`config.mk`:
```
export PLATFORM = sky130hd
export DESIGN_NAME = shift_register_ctrl
export DESIGN_NICKNAME = d
export VERILOG_FILES = /design/src/rtl/shift_register_ctrl.sv
export SDC_FILE = /design/constraint.sdc
export NUM_CORES = 1
export LEC_CHECK = 0
export ABC_AREA = 1
export CORE_MARGIN = 2
export CORE_UTILIZATION = 33
export CTS_CLUSTER_SIZE = 10
export DETAILED_ROUTE_END_ITERATION = 8
export PLACE_DENSITY = 0.59
export SLEW_MARGIN = 20
export SYNTH_ARGS = -nofsm -noshare
export SYNTH_HDL_FRONTEND = slang
export SYNTH_SLANG_ARGS = --single-unit
```
`constraint.sdc`:
```
create_clock -name Clk -period 2.3 [get_ports Clk]
set_clock_uncertainty 0.15 [all_clocks]
set_input_delay 0.46 -clock Clk [delete_from_list [all_inputs] [get_ports Clk]]
set_output_delay 0.46 -clock Clk [all_outputs]
set_load 0.01 [all_outputs]
```
`src/rtl/shift_register_ctrl.sv`:
```
// Sequencer for a bidirectional serial shift register: loads a parallel word with right
// shifts, then unloads it with left shifts while capturing QL. Option: SHREG_CTRL_LOOPBACK_CHECK_EN.
module shift_register_ctrl #(
   parameter int WIDTH = 4
) (
   input  logic             Clk,
   input  logic             Rst,
   input  logic             start,
   input  logic [WIDTH-1:0] data_in,
   output logic             sel,
   output logic             ser_out,
   input  logic             ql_in,
   output logic             busy,
   output logic             done,
   output logic [WIDTH-1:0] data_out,
   output logic             err
);

   localparam int CW = $clog2(WIDTH);
   localparam logic [CW-1:0] LAST = CW'(WIDTH - 1);

   typedef enum logic [1:0] {
      S_IDLE,
      S_LOAD,
      S_UNLOAD,
      S_DONE
   } state_t;

   state_t           r_state;
   logic [CW-1:0]    r_cnt;
   logic [WIDTH-1:0] r_word;
   logic [WIDTH-1:0] r_capture;
   logic [CW-1:0]    w_cntInc;
   logic [WIDTH-1:0] w_capNext;

   assign w_cntInc  = r_cnt + 1'b1;
   // Capture value including the bit arriving on this edge, so data_out sees the full word in DONE.
   assign w_capNext = {r_capture[WIDTH-2:0], ql_in};

`ifdef SHREG_CTRL_LOOPBACK_CHECK_EN
   logic r_err;
   assign err = r_err;
`else
   assign err = 1'b0;
`endif

   always_ff @(posedge Clk or posedge Rst) begin
      if (Rst) begin
         r_state   <= S_IDLE;
         r_cnt     <= '0;
         r_word    <= '0;
         r_capture <= '0;
         sel       <= 1'b0;
         ser_out   <= 1'b0;
         busy      <= 1'b0;
         done      <= 1'b0;
         data_out  <= '0;
`ifdef SHREG_CTRL_LOOPBACK_CHECK_EN
         r_err     <= 1'b0;
`endif
      end else begin
         case (r_state)
            S_IDLE: begin
               r_cnt   <= '0;
               sel     <= 1'b0;
               ser_out <= 1'b0;
               done    <= 1'b0;
               busy    <= 1'b0;
               if (start) begin
                  r_state <= S_LOAD;
                  r_word  <= data_in;
                  sel     <= 1'b1;
                  ser_out <= data_in[0];
                  busy    <= 1'b1;
`ifdef SHREG_CTRL_LOOPBACK_CHECK_EN
                  r_err   <= 1'b0;
`endif
               end
            end
            S_LOAD: begin
               if (r_cnt == LAST) begin
                  r_state <= S_UNLOAD;
                  r_cnt   <= '0;
                  sel     <= 1'b0;
                  ser_out <= 1'b0;
               end else begin
                  r_cnt   <= w_cntInc;
                  ser_out <= r_word[w_cntInc];
               end
            end
            S_UNLOAD: begin
               r_capture <= w_capNext;
               if (r_cnt == LAST) begin
                  r_state  <= S_DONE;
                  r_cnt    <= '0;
                  busy     <= 1'b0;
                  done     <= 1'b1;
                  data_out <= w_capNext;
`ifdef SHREG_CTRL_LOOPBACK_CHECK_EN
                  r_err    <= (w_capNext != r_word);
`endif
               end else begin
                  r_cnt <= w_cntInc;
               end
            end
            S_DONE: begin
               r_state <= S_IDLE;
               r_cnt   <= '0;
               done    <= 1'b0;
            end
            default: begin
               r_state <= S_IDLE;
               r_cnt   <= '0;
            end
         endcase
      end
   end

endmodule

```
-- After elaboration in Yosys (flattened, before gate mapping)
Cells that the tools add are included.
- bits of input ports: 8
- output and inout bits: 9
- word-level logic and storage cells: 47
- flip-flop bits (word level): 19
- reductions and logical operators: 12
- $add $sub $neg: 1
- $lt $le $gt $ge: 1
- equal/unequal tests: 7
- muxes and demuxes: 17
- operators by type and width (cell ; count):
    $reduce_and 2->1 ; 5
    $mux 2 ; 4
    $pmux 1 s2 ; 4
    $pmux 2 s4 ; 1
    $eq 2x2->1 const B ; 3
    $mux 1 ; 6
    $ne 2x2->1 const B ; 3
    $reduce_bool 2->1 ; 3
    $pmux 2 s2 ; 1
    $reduce_or 2->1 ; 2
    $lt 2x3->1 const B ; 1
    $reduce_and 3->1 ; 1
    $add 2x1->2 const B ; 1
    $bmux 1 s2 ; 1
    $eq 2x1->1 const B ; 1
    $logic_not 2->1 ; 1

-- Depth between registers and ports, before layout
- depth after elaboration: 5
- depth in mapped cells: 7
- gate-level depth less buffers: 6

-- Worst setup path after synthesis
OpenSTA, ideal clock, no wires.
- path kind: register to register
- from: register r_state[0]
- to: register data_out[0]
- clock period less this slack: 1.344 ns
- setup slack: 0.956 ns
- arrival time: 1.069 ns
- required time: 2.025 ns
- setup time: 0.125 ns
- cell stages (with the launch flop): 5
- buffers on the path: 0
- path through: dfrtp_1 inv_1 ha_1 nand2_2 mux2_4
- longest elaborated chain between the ends: 2
- ends and longest elaborated chain (element ; RTL line ; text):
    start: declaration ; 29 ; state_t r_state;
    start signal: assignment ; 49 ; r_state <= S_IDLE;
    start signal: assignment ; 70 ; r_state <= S_LOAD;
    start signal: assignment ; 82 ; r_state <= S_UNLOAD;
    $eq 2x2->1 ; 62 ; case (r_state)
    $reduce_and 2->1 (no source line) ; -- ;
    end signal: assignment ; 98 ; data_out <= w_capNext;
    end: declaration ; 15 ; output logic [WIDTH-1:0] data_out,
No other way between the ends.
A chain may end at the register's enable or synchronous reset.

-- Worst setup path after layout
- from: register done
- to: output port done
- RTL lines (element ; RTL line ; text):
    start: declaration ; 14 ; output logic done,
    start signal: assignment ; 56 ; done <= 1'b0;
    start signal: assignment ; 67 ; done <= 1'b0;
    start signal: assignment ; 97 ; done <= 1'b1;
No word-level cell between the ends.

==> impl_metrics.env <==
export IMPL_status="finished, final reports clean"
export IMPL_synth_area_sq_um=872
export IMPL_reg2reg_depth=7
export IMPL_avgSynthCellArea_sq_um=9.08
export IMPL_yosys_most_used_dff="dfrtp_1"
export IMPL_die_h_um=55.4
export IMPL_yosysSeqAreaShare=0.545
export IMPL_postRouteAntennaNets=0
export IMPL_hold_path_class="input pin to asynchronous set/reset pin"
export IMPL_synthDistinctLibCells=18
export IMPL_hold_violations=0
export IMPL_rows=18
export IMPL_worst_slack_ns=0.479
export IMPL_gr_usage_met1=0.138
export IMPL_vias=657
export IMPL_yosysMostFrequentCell="dfrtp_1"
export IMPL_final_nets=128
export IMPL_cts_root_buf="clkbuf_4"
export IMPL_dpl_worst_slack_ns=0.679
export IMPL_antenna_cells=0
export IMPL_grt_use_total=0.109
export IMPL_grt_pass1_wl_mm=2.66
export IMPL_setup_worst_path_end="done"
export IMPL_reg2reg_from="r_state[0]"
export IMPL_cts_setup_buffers=0
export IMPL_worstSetupEndpointType="output port"
export IMPL_cp_arrival_ns=1.21
export IMPL_criticalPathCategory="flop to output port"
export IMPL_fin_total_pwr_mw=1.45
export IMPL_cp_required_ns=1.69
export IMPL_path_clk_slew_ns=0.11
export IMPL_synth_top_cells_by_count="dfrtp_1 (19), inv_1 (16), nand2_1 (16)"
export IMPL_holdBufCountCts=0
export IMPL_io_buffer_count=15
export IMPL_dr_pass1_iters=4
export IMPL_ys_seq_elements=19
export IMPL_peakVddDrop_mv=0.627
export IMPL_ctsHtreeMaxLevel=1
export IMPL_r2r_setup_slack_ns=0.75
export IMPL_setup_viol=0
export IMPL_worstSetupPathDepth=1
export IMPL_yosysWarnings=0
export IMPL_areaGrowthSynthToFinish_pct=24.2
export IMPL_critPathLaunchType="flop"
export IMPL_async_flop_share=1.00
export IMPL_io_pins=17
export IMPL_wl_mm=1.53
export IMPL_antenna_found_initial=0
export IMPL_grt_max_degree=20
export IMPL_hpwlAfterDp_mm=1.16
export IMPL_setup_tns_ns=0
export IMPL_use_met3=0.0468
export IMPL_rsz0062_at_grt="no"
export IMPL_slowest_delay_ns=0.54
export IMPL_reg2reg_to="r_state[0]"
export IMPL_finalMaxSlewViolations=0
export IMPL_cts_resized=0
export IMPL_wl_per_cell_um=10.5
export IMPL_cpLargestDelayFamily="buffers and inverters"
export IMPL_grt_pass1_vias=633
export IMPL_grt_busiest_layer="met2"
export IMPL_coreArea_sq_um=2500
export IMPL_cts_buffer_depth=2
export IMPL_crit_path_cell_trace="clkdlybuf4s50_1"
export IMPL_clk_latency_ns=0.29
export IMPL_leakagePower_nw=0.528
export IMPL_grtUsageMet2=0.168
export IMPL_cts_sinks=19
export IMPL_finalCriticalPeriod_ns=1.82
export IMPL_cts_tree="yes"
export IMPL_die_area_sq_um=3070
export IMPL_crit_start="done"
export IMPL_fin_crit_sh=0.792
export IMPL_gr_total_overflow=0
export IMPL_drc=0
export IMPL_synth_area_top_cells="dfrtp_1 (55%), inv_1 (6.9%), nand2_1 (6.9%)"
export IMPL_gp_congestion=0.722
export IMPL_power_density_nw_per_um2=1340
export IMPL_start_util=0.349
export IMPL_cp_max_fo=2
export IMPL_multi_input_area_sq_um=314
export IMPL_synth_top_area_frac=0.545
export IMPL_fmax_mhz=549
export IMPL_synth_edff_count=0
export IMPL_cpMaxStageDelayCell="clkdlybuf4s50_1"
export IMPL_hold_slack_ns=0.326
export IMPL_viasPerCell=4.53
export IMPL_drive_gt1_frac=0.113
export IMPL_synth_fp_nets=108
export IMPL_cts_inserted_buffers=3
export IMPL_yosysTopAreaCell="dfrtp_1"
export IMPL_register_area_sq_um=475
export IMPL_max_cap_viol_count=0
export IMPL_crit_buf_inv=1
export IMPL_die_w_um=55.4
export IMPL_drtIter0Drc=8
export IMPL_nFillCells=257
export IMPL_synthCells=96
per-stage QoR:
step,instance area [sq um],util,cells
floorplan,872,-,96
global placement,1060,0.422,141
detailed placement,1060,0.422,141
CTS,1080,0.433,145
global route,1080,0.433,145
finish,1080,0.433,145
sequential cells by signal (all words and copies together), names as in the netlist:
name	cells
busy	1
data_out	4
done	1
r_capture	3
r_cnt	2
r_state	2
r_word	4
sel	1
ser_out	1
layout make-up:
cell class              instances  area share
multi-input cells              58       0.290
inverters                      17      0.0589
clock buffers                   3      0.0208
clock inverters                 1     0.00462
repair buffers                 17       0.152
well taps                      30      0.0346
flip-flops and latches         19       0.439
layout by cell type (no fill, tap or decap), types with 2 or more instances in the layout:
cell type	count
clkbuf_4	3
o21ai_2	2
a31oi_1	2
inv_1	16
o21ai_0	11
dfrtp_1	19
nor3_1	2
nand2_1	16
buf_4	2
nand2_2	3
ha_1	4
a21oi_1	6
nand3_1	2
nor2_1	7
clkdlybuf4s50_1	15
logic make-up after synthesis:
group | Yosys count | share of synthesized area
AO/OA/AOI/OAI | 22 | 0.138
adder cells (fa/ha/maj) | 4 | 0.0574
other | 1 | 0.00430
buffers and inverters | 19 | 0.0947
flip-flops | 19 | 0.545
multiplexers | 1 | 0.0172
AND/OR/NAND/NOR | 30 | 0.143
worst min-delay path, delay by kind of cell:
kind     cells  cell delay, ns
buf+inv      3            0.70
how the worst min path moves through the flow:
stage                      startpoint          end  slack [ns]  depth (start not counted)
after floorplan                   Rst         busy        0.26                          1
after global placement    data_out[3]  data_out[3]        0.32                          2
after detailed placement  data_out[1]  data_out[1]        0.32                          2
after CTS                         Rst  data_out[0]        0.32                          3
after global routing              Rst     r_cnt[1]        0.33                          3
final                             Rst     r_cnt[1]        0.33                          3
where the power goes:
group          switching, mW  total [mW]  internal [mW]
clock network          0.101       0.166         0.0647
registers             0.0769       0.568          0.491
logic                  0.387       0.717          0.331
per-layer routing:
metal,share of wire,vias to the layer above
li1,-,336
met1,0.51,302
met2,0.42,17
met3,0.063,2
met4,0.0079,0
met5,0,-
Note: power is estimated with default switching activity, not from simulation.
